## src/rtl/rv_pkg.sv

```systemverilog
// Shared definitions for the load/store access controller.
//   state_e       : access FSM states
//   RW_*          : bit positions inside rw_type ({u,w,h,b})
//   STRB_*        : byte-strobe base patterns (shifted by byte offset for b/h)
//   size_onehot() : true when the w/h/b field selects exactly one size
package rv_pkg;

   typedef enum logic [1:0] {
      StIdle = 2'd0,
      StReq  = 2'd1,
      StResp = 2'd2,
      StErr  = 2'd3
   } state_e;

   localparam int unsigned RW_B = 0;
   localparam int unsigned RW_H = 1;
   localparam int unsigned RW_W = 2;
   localparam int unsigned RW_U = 3;

   localparam logic [3:0] STRB_NONE = 4'b0000;
   localparam logic [3:0] STRB_B    = 4'b0001;
   localparam logic [3:0] STRB_H    = 4'b0011;
   localparam logic [3:0] STRB_W    = 4'b1111;

   function automatic logic size_onehot(input logic [2:0] sz);
      return (sz == 3'b001) || (sz == 3'b010) || (sz == 3'b100);
   endfunction

endpackage

```

## src/rtl/mem_lane_fmt.sv

```systemverilog
// Combinational byte-lane formatter for the data bus.
//   size_i   : one-hot {w,h,b}
//   uns_i    : 1 = zero-extend loads, 0 = sign-extend
//   off_i    : byte offset inside the word (already aligned for h/w)
//   wdata_i  : LSB-aligned store data
//   rword_i  : raw bus read word
//   wstrb_o  : byte strobes for a store of this size/offset
//   wdata_o  : store data replicated across all lanes of its size
//   rdata_o  : read word shifted down to the offset and extended
module mem_lane_fmt
   import rv_pkg::*;
(
   input  logic [2:0]  size_i,
   input  logic        uns_i,
   input  logic [1:0]  off_i,
   input  logic [31:0] wdata_i,
   input  logic [31:0] rword_i,
   output logic [3:0]  wstrb_o,
   output logic [31:0] wdata_o,
   output logic [31:0] rdata_o
);

   logic [31:0] shifted;

   always_comb begin
      shifted = rword_i >> {off_i, 3'b000};
      wstrb_o = STRB_NONE;
      wdata_o = wdata_i;
      rdata_o = shifted;
      if (size_i[RW_B]) begin
         wstrb_o = STRB_B << off_i;
         wdata_o = {4{wdata_i[7:0]}};
         rdata_o = uns_i ? {24'h0, shifted[7:0]} : {{24{shifted[7]}}, shifted[7:0]};
      end else if (size_i[RW_H]) begin
         wstrb_o = STRB_H << off_i;
         wdata_o = {2{wdata_i[15:0]}};
         rdata_o = uns_i ? {16'h0, shifted[15:0]} : {{16{shifted[15]}}, shifted[15:0]};
      end else if (size_i[RW_W]) begin
         wstrb_o = STRB_W;
         wdata_o = wdata_i;
         rdata_o = shifted;
      end
   end

endmodule

```

## src/rtl/mem_access_ctrl.sv

```systemverilog
// Load/store sequencer: turns one decoded memory op into a single-outstanding
// req/ack bus transaction, stalling the core while the access is in flight.
// Build option: define MEM_MISALIGN_TRAP_EN to abort misaligned h/w accesses
// with err; otherwise the low address bits are forced to alignment.
// Ports:
//   clk, rst                 : clock, asynchronous active-high reset
//   start, mem_ren, mem_wen  : op valid and load/store select
//   rw_type                  : {u,w,h,b} size and unsigned flag
//   addr, wdata              : byte address and LSB-aligned store data
//   stall, done, err, rdata  : core-side status and extended load data
//   bus_req .. bus_wdata     : registered bus request, held until bus_ack
//   bus_ack, bus_rdata       : bus completion and read word
module mem_access_ctrl
   import rv_pkg::*;
#(
   parameter int unsigned TIMEOUT = 16
) (
   input  logic        clk,
   input  logic        rst,
   input  logic        start,
   input  logic        mem_ren,
   input  logic        mem_wen,
   input  logic [3:0]  rw_type,
   input  logic [31:0] addr,
   input  logic [31:0] wdata,
   output logic        stall,
   output logic        done,
   output logic        err,
   output logic [31:0] rdata,
   output logic        bus_req,
   output logic        bus_we,
   output logic [31:0] bus_addr,
   output logic [3:0]  bus_wstrb,
   output logic [31:0] bus_wdata,
   input  logic        bus_ack,
   input  logic [31:0] bus_rdata
);

   localparam int unsigned CntW = $clog2(TIMEOUT + 1);

   state_e          state_q, state_d;
   logic [CntW-1:0] cnt_q, cnt_d;
   logic [2:0]      size_q, size_d;
   logic            uns_q, uns_d;
   logic [1:0]      off_q, off_d;
   logic            bus_req_q, bus_req_d;
   logic            bus_we_q, bus_we_d;
   logic [31:0]     bus_addr_q, bus_addr_d;
   logic [3:0]      bus_wstrb_q, bus_wstrb_d;
   logic [31:0]     bus_wdata_q, bus_wdata_d;
   logic            done_q, done_d;
   logic            err_q, err_d;
   logic [31:0]     rdata_q, rdata_d;

   logic        is_idle;
   logic        op_one, op_both, size_ok, misalign, accept, reject;
   logic [1:0]  in_off;
   logic [2:0]  fmt_size;
   logic        fmt_uns;
   logic [1:0]  fmt_off;
   logic [3:0]  fmt_wstrb;
   logic [31:0] fmt_wdata, fmt_rdata;

   assign is_idle = (state_q == StIdle);

   // Decode of the incoming op; only meaningful while idle.
   always_comb begin
      op_one  = start & (mem_ren ^ mem_wen);
      op_both = start & mem_ren & mem_wen;
      size_ok = size_onehot(rw_type[2:0]) & ~(rw_type[RW_U] & rw_type[RW_W]);
`ifdef MEM_MISALIGN_TRAP_EN
      misalign = (rw_type[RW_H] & addr[0]) | (rw_type[RW_W] & (addr[1:0] != 2'b00));
      in_off   = addr[1:0];
`else
      misalign = 1'b0;
      // Force natural alignment instead of trapping.
      if (rw_type[RW_W]) begin
         in_off = 2'b00;
      end else if (rw_type[RW_H]) begin
         in_off = {addr[1], 1'b0};
      end else begin
         in_off = addr[1:0];
      end
`endif
      accept = op_one & size_ok & ~misalign;
      reject = op_both | (op_one & (~size_ok | misalign));
   end

   // One formatter: fed by the live op while idle (store lanes are registered
   // at capture), by the captured size/offset during REQ (load extension).
   always_comb begin
      fmt_size = is_idle ? rw_type[2:0]    : size_q;
      fmt_uns  = is_idle ? rw_type[RW_U]   : uns_q;
      fmt_off  = is_idle ? in_off          : off_q;
   end

   mem_lane_fmt u_lane_fmt (
      .size_i  (fmt_size),
      .uns_i   (fmt_uns),
      .off_i   (fmt_off),
      .wdata_i (wdata),
      .rword_i (bus_rdata),
      .wstrb_o (fmt_wstrb),
      .wdata_o (fmt_wdata),
      .rdata_o (fmt_rdata)
   );

   always_comb begin
      state_d     = state_q;
      cnt_d       = cnt_q;
      size_d      = size_q;
      uns_d       = uns_q;
      off_d       = off_q;
      bus_req_d   = bus_req_q;
      bus_we_d    = bus_we_q;
      bus_addr_d  = bus_addr_q;
      bus_wstrb_d = bus_wstrb_q;
      bus_wdata_d = bus_wdata_q;
      done_d      = 1'b0;
      err_d       = 1'b0;
      rdata_d     = rdata_q;

      case (state_q)
         StIdle: begin
            if (accept) begin
               state_d     = StReq;
               cnt_d       = '0;
               size_d      = rw_type[2:0];
               uns_d       = rw_type[RW_U];
               off_d       = in_off;
               bus_req_d   = 1'b1;
               bus_we_d    = mem_wen;
               bus_addr_d  = {addr[31:2], 2'b00};
               bus_wstrb_d = mem_wen ? fmt_wstrb : STRB_NONE;
               bus_wdata_d = fmt_wdata;
            end else if (reject) begin
               state_d = StErr;
               err_d   = 1'b1;
            end
         end
         StReq: begin
            if (bus_ack || (cnt_q == CntW'(TIMEOUT - 1))) begin
               state_d     = bus_ack ? StResp : StErr;
               done_d      = bus_ack;
               err_d       = ~bus_ack;
               if (bus_ack && !bus_we_q) begin
                  rdata_d = fmt_rdata;
               end
               cnt_d       = '0;
               bus_req_d   = 1'b0;
               bus_we_d    = 1'b0;
               bus_addr_d  = '0;
               bus_wstrb_d = STRB_NONE;
               bus_wdata_d = '0;
            end else begin
               cnt_d = cnt_q + 1'b1;
            end
         end
         StResp:  state_d = StIdle;
         StErr:   state_d = StIdle;
         default: state_d = StIdle;
      endcase
   end

   always_ff @(posedge clk or posedge rst) begin
      if (rst) begin
         state_q     <= StIdle;
         cnt_q       <= '0;
         size_q      <= '0;
         uns_q       <= 1'b0;
         off_q       <= '0;
         bus_req_q   <= 1'b0;
         bus_we_q    <= 1'b0;
         bus_addr_q  <= '0;
         bus_wstrb_q <= '0;
         bus_wdata_q <= '0;
         done_q      <= 1'b0;
         err_q       <= 1'b0;
         rdata_q     <= '0;
      end else begin
         state_q     <= state_d;
         cnt_q       <= cnt_d;
         size_q      <= size_d;
         uns_q       <= uns_d;
         off_q       <= off_d;
         bus_req_q   <= bus_req_d;
         bus_we_q    <= bus_we_d;
         bus_addr_q  <= bus_addr_d;
         bus_wstrb_q <= bus_wstrb_d;
         bus_wdata_q <= bus_wdata_d;
         done_q      <= done_d;
         err_q       <= err_d;
         rdata_q     <= rdata_d;
      end
   end

   // Stall is asserted in the issuing cycle so the core holds before the
   // request is even registered; it drops in RESP/ERR to let the pipe advance.
   assign stall     = (state_q == StReq) | (is_idle & start & (mem_ren | mem_wen));
   assign done      = done_q;
   assign err       = err_q;
   assign rdata     = rdata_q;
   assign bus_req   = bus_req_q;
   assign bus_we    = bus_we_q;
   assign bus_addr  = bus_addr_q;
   assign bus_wstrb = bus_wstrb_q;
   assign bus_wdata = bus_wdata_q;

endmodule
```

## config.mk

```make
export PLATFORM = sky130hd
export DESIGN_NAME = mem_access_ctrl
export DESIGN_NICKNAME = d
export VERILOG_FILES = /design/src/rtl/rv_pkg.sv /design/src/rtl/mem_lane_fmt.sv /design/src/rtl/mem_access_ctrl.sv
export SDC_FILE = /design/constraint.sdc
export NUM_CORES = 1
export LEC_CHECK = 0
export CORE_MARGIN = 5
export CORE_UTILIZATION = 40
export CTS_BUF_LIST = sky130_fd_sc_hd__clkbuf_16
export CTS_CLUSTER_DIAMETER = 100
export DETAILED_ROUTE_END_ITERATION = 8
export GPL_ROUTABILITY_DRIVEN = 0
export PLACE_DENSITY = 0.86
export SLEW_MARGIN = 5
export SYNTH_ARGS = -nofsm -noshare
export SYNTH_HDL_FRONTEND = slang
export SYNTH_SLANG_ARGS = --single-unit
```

## constraint.sdc

```tcl
create_clock -name clk -period 3.75 [get_ports clk]
set_input_delay 0.5625 -clock clk [delete_from_list [all_inputs] [get_ports clk]]
set_output_delay 0.5625 -clock clk [all_outputs]
set_load 0.01 [all_outputs]
```

==> results of run 1 <==
cell usage after synthesis (all sizes together) (2+ instances only):
| library cell | count | area (um^2) |
|---|---|---|
| o211a | 2 | 20.0 |
| nor3b | 2 | 20.0 |
| a32o | 2 | 20.0 |
| mux2i | 30 | 300 |
| o211ai | 2 | 20.0 |
| and2 | 2 | 12.5 |
| o21ai | 34 | 170 |
| o22a | 16 | 140 |
| nand2b | 2 | 12.5 |
| a21o | 13 | 97.6 |
| a32oi | 7 | 61.3 |
| nand3 | 22 | 115 |
| a31oi | 8 | 50.1 |
| or4b | 3 | 33.8 |
| buf | 22 | 134 |
| o22ai | 8 | 50.1 |
| clkbuf | 25 | 93.8 |
| a21oi | 21 | 113 |
| or3 | 2 | 12.5 |
| ha | 3 | 37.5 |
| and3 | 4 | 25.0 |
| nor3 | 4 | 25.0 |
| inv | 10 | 37.5 |
| nor2 | 17 | 63.8 |
| a211oi | 10 | 80.1 |
| a22o | 50 | 438 |
| mux2 | 18 | 203 |
| nand2 | 44 | 165 |
| o2bb2ai | 9 | 78.8 |
| o21a | 4 | 30.0 |
| dfrtp | 114 | 2850 |
worst max-delay path by stage:
stage                     from           end  cells past startpoint
floorplan                  rst  bus_addr[10]                      1
global placement    rw_type[1]  bus_addr[18]                      7
detailed placement  rw_type[1]  bus_addr[10]                      7
CTS                 state_q[0]  bus_wstrb[1]                      6
global route        state_q[0]     rdata[24]                      6
finish              state_q[0]  bus_wstrb[1]                      6
sequential cells by signal (all words and copies together) (netlist names), 2 cells and up:
| signal | cells |
|---|---|
| bus_addr | 30 |
| rdata | 32 |
| size_q | 2 |
| off_q | 2 |
| cnt_q | 5 |
| bus_wstrb | 4 |
| state_q | 2 |
| bus_wdata | 32 |
cells in the final DEF (no fill, tap or decap), types with 13 or more instances in the layout:
cell               n
a21o_1            13
a21oi_1           19
a22o_1            50
clkbuf_16         17
clkdlybuf4s50_1  208
dfrtp_1          114
mux2_2            18
mux2i_1           30
nand2_1           44
nand3_1           21
nor2_1            16
o21ai_0           25
o22a_1            16
layout make-up:
type                    instances  area (um^2)
clock inverters                14          143
diodes                          1         2.50
repair buffers                220         2200
multi-input cells             356         2580
clock buffers                  17          425
fillers                      1071         5420
flip-flops and latches        114         2850
inverters                      10         40.0
well taps                     180          225
cell families after synthesis:
kind of cell	synth area share, %
AOI/OAI and AO/OA	25.7
DFF	50.2
and+or+nand+nor	9.71
buffers and inverters	4.67
muxes	8.85
adders and majority gates	0.661
other	0.0660
xor gates and xnor gates	0.154
report_power, final:
group	total, mW	internal, mW	switching (mW)
Combinational	2.84	1.46	1.38
Sequential	1.98	1.65	0.329
Clock	1.55	0.969	0.582
routing by layer:
layer | track usage [%] | routed length (um) | vias up
met3 | 7.09 | 1880 | 40
li1 | - | - | 2375
met1 | 27.9 | 7420 | 2620
met5 | 0 | 0 | -
met2 | 39.8 | 9570 | 318
met4 | 7.97 | 479 | 0
worst max-delay path: stages, from the launching register on:
cell,delay (ns)
dfrtp_1,0.67
nor2_1,0.40
buf_4,0.25
o31a_1,0.69
o21ai_0,0.29
nor2_1,0.33
a32o_1,0.22
==> flow_metrics.py, run 1 <==
metrics = {
    "clocking": {
        "clkLatencyLatePin_ns": 0.41,
        "cts_resized": 0,
        "cts-root-buf": "clkbuf_16",
        "cts_tree": "done",
        "clockBufferDepth": 2,
        "cts_buffers": 17,
        "numClockSinks": 114,
        "htreeDepth": 4,
        "postCtsHoldBufs": 0,
        "cts_setup_buffers": 0,
        "clkTransAtPathRegs_ns": 0.06,
    },
    "hold_path": {
        "hp-class": "reg2reg",
        "worstHoldEndpoint": "bus_wdata[11]",
        "holdPathStages": 1,
        "min_from": "bus_wdata[11]",
    },
    "worst_setup_path": {
        "r2r_start": "state_q[0]",
        "rrSetupSlack_ns": 0.83,
        "path_max_fanout": 23,
        "r2r_cells": 6,
        "path_class": "reg2reg",
        "worstPathArrival_ns": 3.26,
        "required_ns": 4.08,
        "cp-end-kind": "flip-flop",
        "r2r-end": "bus_wstrb[1]",
        "critPathLaunchType": "flip-flop",
    },
    "timing": {
        "holdWs_ns": 0.475,
        "hold_violations": 0,
        "setup-violations-final": 0,
        "maxSlewViolCount": 0,
        "tns_ns": 0,
        "fin_ws_ns": 0.826,
        "fmax_ghz": 0.342,
        "finalCriticalPeriod_ns": 2.92,
        "period_share_pct": 78.0,
        "rsz0062_at_grt": "false",
        "slew_headroom_pct": 35.0,
        "worstMarginPinSlew_ns": 0.975,
        "clock_skew_ns": 0.00545,
    },
    "die": {
        "io_pins": 211,
        "fp.dieH_um": 129,
        "design.core.area_um2": 13900,
        "row_count": 43,
        "die_width_um": 129,
        "start_util_pct": 40.9,
        "die_area_um2": 16700,
    },
    "global_routing": {
        "grt_max_degree": 64,
        "grt_first_pass_wirelength_mm": 30.1,
        "grt_pass1_vias": 5446,
        "antenna_found_initial": 1,
        "grt_util_all_layers_pct": 23.2,
        "overflow": 0,
    },
    "synthesis": {
        "yosys_warnings": 0,
        "synth_area_um2": 5680,
        "avgSynthCellArea_um2": 10.8,
        "ys.flop_type": "dfrtp_1",
        "synth_seq_area_share_pct": 50.2,
        "async_flop_share_pct": 100,
        "ys_ff_latch": 114,
        "synth_edf_count": 0,
        "syn_inst": 526,
        "synthDistinctLibCells": 59,
    },
    "placed_design": {
        "dp_slack_ns": 0.590,
        "placed_cell_area_um2": 7900,
        "dp.cells": 880,
        "dp_hpwl_mm": 14.0,
        "numPortBuffers": 208,
    },
    "route": {
        "vias": 5353,
        "finalWirelength_mm": 19.3,
        "ant_nets": 0,
        "drtIter0Drc": 426,
        "viasPerCell": 5.87,
        "first_pass_iters": 6,
        "wl_per_cell_um": 21.2,
        "drc": 0,
    },
    "power": {
        "power_density_nw_per_um2": 753,
        "total_power_mw": 6.37,
        "vdd_drop_max_v": 0.000448,
        "power.leakage_nw": 3.73,
    },
    "finish": {
        "utilization_pct": 61.0,
        "area_growth_pct": 49.0,
        "drive_gt1_share_pct": 10.4,
        "fin_area_um2": 8470,
        "fin_cells": 912,
        "layout.nets": 828,
    },
    "status": {
        "status": "finished clean",
    },
    "flow_run": {
        "maxCapViolCount": 0,
    },
}
(Power assumes the default switching activity.)
==> run 2: changes to the inputs <==
clock period = 2.6 ns   (was 3.75 ns; I/O delays follow)
==> run 2 against run 1 <==
Against the previous run: largest cell class unchanged; flip-flop and latch count unchanged; critical path type unchanged; global-route usage decreased by 0.21 points; first-iteration DRC count shrank 4.0%.
==> flow_metrics.py, run 2 (same netlist as run 1, synthesis figures left out) <==
metrics = {
    "route": {
        "finalWirelength_mm": 19.3,
        "drtIter0Drc": 409,
        "ant_nets": 0,
        "wl_per_cell_um": 20.8,
        "first_pass_iters": 5,
        "viasPerCell": 5.76,
        "vias": 5351,
        "drc": 0,
    },
    "worst_setup_path": {
        "r2r_start": "state_q[1]",
        "required_ns": 2.89,
        "slowest_delay_ns": 0.57,
        "critPathLaunchType": "flip-flop",
        "r2r-end": "rdata[14]",
        "slowest_stage": "nor2_1",
        "path_max_fanout": 16,
        "crit_buf_inv": 1,
        "rrSetupSlack_ns": 0.23,
        "worstPathArrival_ns": 2.65,
        "crit_cells": 6,
        "cpLargestDelayFamily": "simple AND/OR/NAND/NOR gates",
        "startpoint": "state_q[1]",
        "r2r_cells": 6,
        "path_class": "reg2reg",
        "cp-end-kind": "flip-flop",
        "crit_chain": "nor2_1, a221o_1, a211oi_2, or3_1, buf_12, o22a_1",
    },
    "global_routing": {
        "overflow": 0,
        "grt_util_all_layers_pct": 23.0,
        "grt_first_pass_wirelength_mm": 29.7,
        "grt_pass1_vias": 5521,
        "grt_max_degree": 115,
        "antenna_found_initial": 0,
    },
    "timing": {
        "slew_headroom_pct": 55.2,
        "hold_violations": 0,
        "rsz0062_at_grt": "false",
        "maxSlewViolCount": 0,
        "finalCriticalPeriod_ns": 2.37,
        "fin_ws_ns": 0.234,
        "setup-violations-final": 0,
        "period_share_pct": 91.0,
        "worstMarginPinSlew_ns": 0.670,
        "tns_ns": 0,
        "clock_skew_ns": 0.00744,
        "fmax_ghz": 0.423,
    },
    "placed_design": {
        "dp.cells": 899,
        "dp_slack_ns": 0.0112,
        "dp_hpwl_mm": 13.9,
        "numPortBuffers": 208,
    },
    "die": {
        "row_count": 43,
        "fp.dieH_um": 129,
        "die_width_um": 129,
        "die_area_um2": 16700,
        "start_util_pct": 40.9,
        "design.core.area_um2": 13900,
        "io_pins": 211,
    },
    "finish": {
        "diodes": 0,
        "area_growth_pct": 52.0,
        "final.fill_count": 1103,
        "drive_gt1_share_pct": 12.3,
        "final_common_cell": "clkdlybuf4s50_1",
        "utilization_pct": 62.2,
        "layout.nets": 847,
        "fin_cells": 929,
        "multiInputGateArea_um2": 2580,
        "final_cell_mix": "clkdlybuf4s50_1 (208), dfrtp_1 (114), a22o_1 (50)",
        "regArea_um2": 2850,
    },
    "hold_path": {
        "worstHoldEndpoint": "bus_req",
        "holdPathStages": 1,
        "min_from": "bus_req",
        "hp-class": "reg2reg",
    },
    "clocking": {
        "cts_resized": 0,
        "postCtsHoldBufs": 0,
        "cts-root-buf": "clkbuf_16",
        "numClockSinks": 114,
        "htreeDepth": 4,
        "cts_buffers": 17,
        "clkLatencyLatePin_ns": 0.41,
        "cts_setup_buffers": 0,
        "cts_tree": "done",
        "clkTransAtPathRegs_ns": 0.05,
        "clockBufferDepth": 2,
    },
    "power": {
        "total_power_mw": 9.21,
        "power.leakage_nw": 3.83,
        "vdd_drop_max_v": 0.000694,
        "power_density_nw_per_um2": 1070,
    },
    "status": {
        "status": "finished clean",
    },
    "flow_run": {
        "maxCapViolCount": 0,
    },
}
[run 2: cell count changes in the layout (fill, tap and decap cells not counted), sizes merged]
cell	before	now
diode	1	0
buf	12	31
clkinvlp	5	4
clkinv	5	9
bufinv	2	1
inv	12	9
[run 2: worst max-delay path by stage]
stage | slack (ns) | endpoint
after CTS | 0.27 | rdata[22]
final | 0.23 | rdata[14]
after floorplan | 0.47 | bus_wstrb[1]
after detailed placement | 0.01 | rdata[10]
after global routing | 0.15 | rdata[10]
after global placement | 0.06 | bus_wdata[4]
[run 2: layer usage]
| metal | wire [um] | vias to the layer above | global-route usage [%] |
|---|---|---|---|
| met4 | 366 | 0 | 7.84 |
| met2 | 9660 | 306 | 40.0 |
| met3 | 1760 | 29 | 6.14 |
| li1 | - | 2407 | - |
| met1 | 7550 | 2609 | 27.7 |
| met5 | 0 | - | 0 |
[run 2: stage by stage]
step	hold WS (ns)	instance area [um^2]
after floorplan	0.456	5690
after global placement	0.460	8110
after detailed placement	0.465	8110
after CTS	0.477	8640
after global routing	0.490	8640
final	0.477	8640
[run 2: final cells by class]
cell class	instances	share of cell area [%]
Clock buffer	17	4.93
Clock inverter	13	1.13
Inverter	10	0.478
Multi-Input combinational cell	356	29.9
Sequential cell	114	33.0
Tap cell	180	2.61
Timing Repair Buffer	239	28.0
[run 2: where the power goes]
group	internal [mW]	total (mW)	switching, mW
Clock	1.28	2.09	0.812
Sequential	2.38	2.82	0.435
Combinational	2.27	4.30	2.03
Total	5.93	9.21	3.28
